## src/rtl/dso_pkg.sv

```systemverilog
// dso_pkg: shared FSM state type and trigger constants for the capture path
package dso_pkg;
    localparam int ADDR_W_DEF = 10;
    localparam logic TRIG_RISE = 1'b0;
    localparam logic TRIG_FALL = 1'b1;
    typedef enum logic [2:0] {IDLE, PRE_FILL, ARMED, POST_FILL, HOLD} state_t;
endpackage

```

## src/rtl/dso_sample_div.sv

```systemverilog
// dso_sample_div: free-running decimation counter, one sample_en every sample_div+1 cycles
module dso_sample_div (
    input  logic        ad_clk,
    input  logic        rst,
    input  logic [15:0] sample_div,
    output logic        sample_en
);
    logic [15:0] cnt;
    assign sample_en = cnt >= sample_div;
    always_ff @(posedge ad_clk) begin
        if (rst) cnt <= '0;
        else cnt <= sample_en ? '0 : cnt + 16'd1;
    end
endmodule

```

## src/rtl/dso_trig_capture.sv

```systemverilog
// dso_trig_capture: decimate ADC stream, trigger, fill circular RAM with pre-trigger history
module dso_trig_capture
    import dso_pkg::*;
#(
    parameter int ADDR_W       = ADDR_W_DEF,
    parameter int PRE_TRIG     = 512,
    parameter int AUTO_TIMEOUT = 65535
) (
    input  logic        ad_clk,
    input  logic        rst,
    input  logic        run,
    input  logic [7:0]  ad_data,
    input  logic [15:0] sample_div,
    input  logic [7:0]  trig_level,
    input  logic        trig_edge,
    input  logic        trig_auto,
    input  logic        display_done,
    input  logic [11:0] wave_rd_addr,
    output logic        ad_buf_wr,
    output logic [11:0] ad_buf_wr_addr,
    output logic [7:0]  ad_buf_data,
    output logic [11:0] ad_buf_rd_addr,
    output logic        triggered
);
    localparam int TW = $clog2(AUTO_TIMEOUT + 1);
    localparam logic [ADDR_W-1:0] POST_INIT = ADDR_W'(2 ** ADDR_W - PRE_TRIG - 1);
    state_t state, state_n;
    logic sample_en, wr_en, edge_hit, trig_hit;
    logic [ADDR_W-1:0] wr_ptr, trig_ptr, start_addr, pre_cnt, post_cnt;
    logic [TW-1:0] tmo_cnt;
    logic [7:0] prev_sample;

    dso_sample_div u_div (
        .ad_clk     (ad_clk),
        .rst        (rst),
        .sample_div (sample_div),
        .sample_en  (sample_en)
    );

    assign ad_buf_rd_addr = (wave_rd_addr + 12'(start_addr)) & 12'(2 ** ADDR_W - 1);

    always_comb begin
        wr_en = sample_en && (state == PRE_FILL || state == ARMED || state == POST_FILL);
        edge_hit = (trig_edge == TRIG_FALL) ? (prev_sample > trig_level && ad_data <= trig_level)
                                            : (prev_sample < trig_level && ad_data >= trig_level);
        trig_hit = state == ARMED && sample_en &&
                   (edge_hit || (trig_auto && tmo_cnt >= TW'(AUTO_TIMEOUT - 1)));
        state_n = state;
        state_n = (state == IDLE)      ? (run ? PRE_FILL : IDLE) :
                  (state == PRE_FILL)  ? ((wr_en && pre_cnt == ADDR_W'(PRE_TRIG - 1)) ? ARMED : PRE_FILL) :
                  (state == ARMED)     ? (trig_hit ? POST_FILL : ARMED) :
                  (state == POST_FILL) ? ((wr_en && post_cnt == ADDR_W'(1)) ? HOLD : POST_FILL) :
                                         ((display_done && run) ? PRE_FILL : HOLD);
    end

    always_ff @(posedge ad_clk) begin
        if (rst) begin
            state          <= IDLE;
            ad_buf_wr      <= 1'b0;
            ad_buf_wr_addr <= '0;
            ad_buf_data    <= '0;
            wr_ptr         <= '0;
            prev_sample    <= '0;
            pre_cnt        <= '0;
            post_cnt       <= '0;
            tmo_cnt        <= '0;
            trig_ptr       <= '0;
            start_addr     <= '0;
            triggered      <= 1'b0;
        end else begin
            state     <= state_n;
            ad_buf_wr <= wr_en;
            if (wr_en) begin
                ad_buf_data    <= ad_data;
                ad_buf_wr_addr <= 12'(wr_ptr);
                wr_ptr         <= wr_ptr + ADDR_W'(1);
                prev_sample    <= ad_data;
            end
            pre_cnt <= (state == PRE_FILL) ? pre_cnt + ADDR_W'(wr_en) : '0;
            tmo_cnt <= (state != ARMED) ? '0 :
                       (sample_en && tmo_cnt != TW'(AUTO_TIMEOUT)) ? tmo_cnt + TW'(1) : tmo_cnt;
            if (trig_hit) begin
                trig_ptr  <= wr_ptr;
                post_cnt  <= POST_INIT;
                triggered <= 1'b1;
            end else if (state == POST_FILL && wr_en) begin
                post_cnt <= post_cnt - ADDR_W'(1);
            end
            if (state == POST_FILL && state_n == HOLD) start_addr <= trig_ptr - ADDR_W'(PRE_TRIG);
            if (state == HOLD && state_n == PRE_FILL) triggered <= 1'b0;
        end
    end
endmodule

```

## config.mk

```make
export PLATFORM = sky130hd
export DESIGN_NAME = dso_trig_capture
export DESIGN_NICKNAME = d
export VERILOG_FILES = /design/src/rtl/dso_pkg.sv /design/src/rtl/dso_sample_div.sv /design/src/rtl/dso_trig_capture.sv
export SDC_FILE = /design/constraint.sdc
export NUM_CORES = 1
export LEC_CHECK = 0
export ABC_AREA = 1
export BUFFER_PORTS_ARGS = -buffer_cell sky130_fd_sc_hd__buf_2
export CORE_MARGIN = 5
export CORE_UTILIZATION = 45
export DETAILED_ROUTE_END_ITERATION = 12
export GPL_ROUTABILITY_DRIVEN = 1
export GPL_TIMING_DRIVEN = 0
export PLACE_DENSITY = 0.65
export SLEW_MARGIN = 10
export SYNTH_ARGS = -nofsm -noshare
export SYNTH_HDL_FRONTEND = slang
export SYNTH_SLANG_ARGS = --single-unit
```

## constraint.sdc

```tcl
create_clock -name ad_clk -period 6.7 [get_ports ad_clk]
set_input_delay 1.34 -clock ad_clk [delete_from_list [all_inputs] [get_ports ad_clk]]
set_output_delay 1.34 -clock ad_clk [all_outputs]
set_load 0.02 [all_outputs]
```

==> reports/qor.yml <==
run:
  drv_cap: 0
setup_path:
  slowest_delay_ns: 0.40
  rr_endpoint: "pre_cnt[6]$_SDFF_PP0_"
  crit_family: "adder cells"
  worstSetupPathType: "in2out"
  cp_slowest_cell: "fa_1"
  critical_path_depth: 14
  crit_arrival_ns: 3.24
  critPathMaxFanout: 4
  critPathBufInv: 3
  critPathCaptureType: "output port"
  reg2regPathDepth: 18
  rr_startpoint: "u_div.cnt[7]$_SDFF_PP0_"
  cp.required_ns: 5.36
  rrSetupSlack_ns: 3.78
  startpoint_type: "input port"
  cp_common_cell: "nor2_1"
  path_cells: "buf_2 -> ha_1 -> inv_1 -> fa_1 -> o21ai_0 -> nand2_1 -> nand2_1 -> a21oi_1 -> nor2_1 -> nor2_1 -> nor2_1 -> nor2_1 -> xor2_1 -> buf_2"
power:
  static-leakage-power_nw: 3.205
  seq_power_share_pct: 44.6
  p_comb_share_pct: 11.7
  peakVddDrop_mv: 0.1705
  p_clk_share_pct: 43.7
  switchingPower_uw: 363.1
  switching_share_pct: 24.92
  p_int_mw: 1.094
  totalPowerFinal_mw: 1.457
  powerDensity_nw_per_um2: 208.2
logic_synthesis:
  synth_area_leaders: "dfxtp_1 35%, nand2_1 10%, ha_1 10%"
  yosysMostFrequentCell: "nand2_1"
  netlist_top_cells_count: "165 x nand2_1, 131 x inv_1, 117 x nor2_1"
  netlist_area_um2: 6011
  synthFlopType: "dfxtp_1"
  async_reset_ff_share_pct: 0
  syn_inst: 848
  synth.distinct_cells: 49
  synth.yosys.seq_area_share_pct: 34.97
  avgSynthCellArea_um2: 7.088
  synth_seq_cells: 105
  yosysWarnings: 0
  synth_top_area_share_pct: 34.97
  synth_top_area_cell: "dfxtp_1"
  synth_edf_count: 0
cells_and_area:
  n_fill_cell: 1366
  nets: 1039
  final_util_pct: 53.04
  area_delta_synth_final_pct: 16.38
  n_antenna_cell: 0
  drive_gt1_share_pct: 13.98
  final_area_um2: 6995
status:
  outcome: "finished clean"
routing:
  post_drt_wl_per_cell_um: 11.70
  dr.pass1.iters: 6
  drt_iter0_drc: 286
  vias_per_cell: 4.784
  drt-total-wl_um: 13100
  ant_nets: 0
  drc: 0
  dr_total_vias: 5358
clock_tree:
  cts-resized-gates: 0
  insertion_delay_ns: 0.35
  cts_tree: "yes"
  cts.sinks: 105
  cts-root-buf: "clkbuf_16"
  cts.clk_slew.worst_paths_ns: 0.07
  holdBufCountCts: 0
  cts_buffer_depth: 2
  h-tree-depth: 3
  numCtsBuffers: 9
  post-cts-setup-buffers: 0
min_path:
  min_path_cells: 2
  hold_class: "reg2reg"
  min_to: "trig_ptr[9]$_SDFFE_PP0P_"
  min_from: "trig_ptr[9]$_SDFFE_PP0P_"
floorplanning:
  start_util_pct: 45.57
  num_io_pins: 84
  rows: 42
  fp.dieW_um: 125.6
  die_y_um: 125.6
  die-area_um2: 15770
  coreArea_um2: 13190
sta:
  slew-limit-headroom_pct: 58.14
  worst_pin_slew_ns: 0.6278
  setup_viol: 0
  drv_slew: 0
  clock_skew_ns: 0.007512
  timing.final.crit_period_ns: 4.583
  finalSetupTns_ns: 0
  final_hold_viol_count: 0
  rsz0062_at_grt: "no"
  whs_ns: 0.4591
  fin_crit_sh_pct: 68.40
  fmax_mhz: 218.2
global_route:
  grt.overflow.total: 0
  grt_pass1_wl_um: 22570
  antenna_found_initial: 0
  grt.total_usage_pct: 17.03
  grt_max_degree: 18
  grt_pass1_vias: 5012
placed_design:
  io_buffers: 77
  placed_area_um2: 6628
  dp_hpwl_um: 10220
  place.gp.congestion: 0.8343
==> metrics by stage <==
stage,cells,setup slack (ns)
floorplan,851,2.353
global placement,1104,2.131
detailed placement,1104,2.098
CTS,1120,2.093
global route,1120,1.876
finish,1120,2.117
==> power by group through the flow <==
stage	Combinational (mW)	Sequential (mW)	Clock, mW
4_1_cts	0.171	0.650	0.653
6_report	0.170	0.650	0.637
2_1_floorplan	0.122	0.661	0
3_3_place_gp	0.168	0.665	0
5_1_grt	0.199	0.652	0.679
3_5_place_dp	0.171	0.664	0
==> layer usage <==
layer | part of all wire (%) | track usage, % | wire length (µm) | vias up
met3 | 3.7 | 3.326 | 479 | 12
li1 | - | - | - | 2892
met2 | 47 | 29.48 | 6199 | 73
met4 | 1.2 | 4.145 | 154 | 0
met5 | 0 | 0 | 0 | -
met1 | 48 | 21.84 | 6267 | 2381
==> worst register-to-register path, stage by stage, from the launching register on <==
cell     delay (ns)
dfxtp_1        0.34
ha_1           0.29
nand2_1        0.08
nor2_1         0.13
and2_1         0.13
nor2_1         0.04
nand2_1        0.08
nand2_2        0.09
nand2_4        0.15
nand2_4        0.10
inv_2          0.09
buf_2          0.24
ha_1           0.25
ha_1           0.20
nand3_1        0.13
nor2_1         0.18
nand2_1        0.10
a21oi_1        0.13
o21a_1         0.12
==> state kept, by name, summed over array words and instances, names as in the netlist <==
name            cells
ad_buf_wr           1
ad_buf_wr_addr     10
post_cnt           10
pre_cnt            10
prev_sample         8
start_addr         10
state               3
tmo_cnt            16
trig_ptr           10
triggered           1
u_div.cnt          16
wr_ptr             10
==> worst max-delay path by stage <==
stage / slack, ns / from / end
finish: 2.12 / wave_rd_addr[0] / ad_buf_rd_addr[8]
floorplan: 2.35 / wave_rd_addr[0] / ad_buf_rd_addr[8]
CTS: 2.09 / wave_rd_addr[0] / ad_buf_rd_addr[8]
global route: 1.88 / wave_rd_addr[0] / ad_buf_rd_addr[8]
detailed placement: 2.10 / wave_rd_addr[0] / ad_buf_rd_addr[8]
global placement: 2.13 / wave_rd_addr[0] / ad_buf_rd_addr[8]
==> logic make-up after synthesis <==
family | share of synthesized area, %
AND/OR/NAND/NOR | 27.39
buffers and inverters | 10.78
AO/OA/AOI/OAI | 12.18
flip-flops | 34.97
adder cells (fa/ha/maj) | 10.53
XOR/XNOR | 4.080
other | 0.06239
==> placed cells by master, fill, tap and decap left out, drive strengths merged <==
master,instances
bufinv,4
buf,91
xor2,21
a21o,1
ha,49
o2111ai,1
nor4,6
a31oi,5
xnor2,7
o21ai,48
a211oi,3
nor2,118
o21a,2
a22oi,2
conb,4
nand3,32
clkinvlp,3
o21bai,1
nand4,13
clkbuf,16
clkinv,1
nand2,171
and2,1
and3,2
a31o,1
fa,1
inv,134
dfxtp,105
or2,3
nor3,18
nor3b,8
a21oi,71
nand3b,1
==> layout make-up <==
type                       count  area, µm²  area share [%]
tap                          176      220.2           3.148
clock buffer                   9      225.2           3.219
inverter                     135      508.0           7.262
buffer                        21      140.1           2.003
multi-input combinational    590       3272           46.77
sequential                   105       2102           30.05
clock inverter                 7      142.6           2.039
timing repair buffer          77      385.4           5.509
Power figures use the tool's default switching activity.
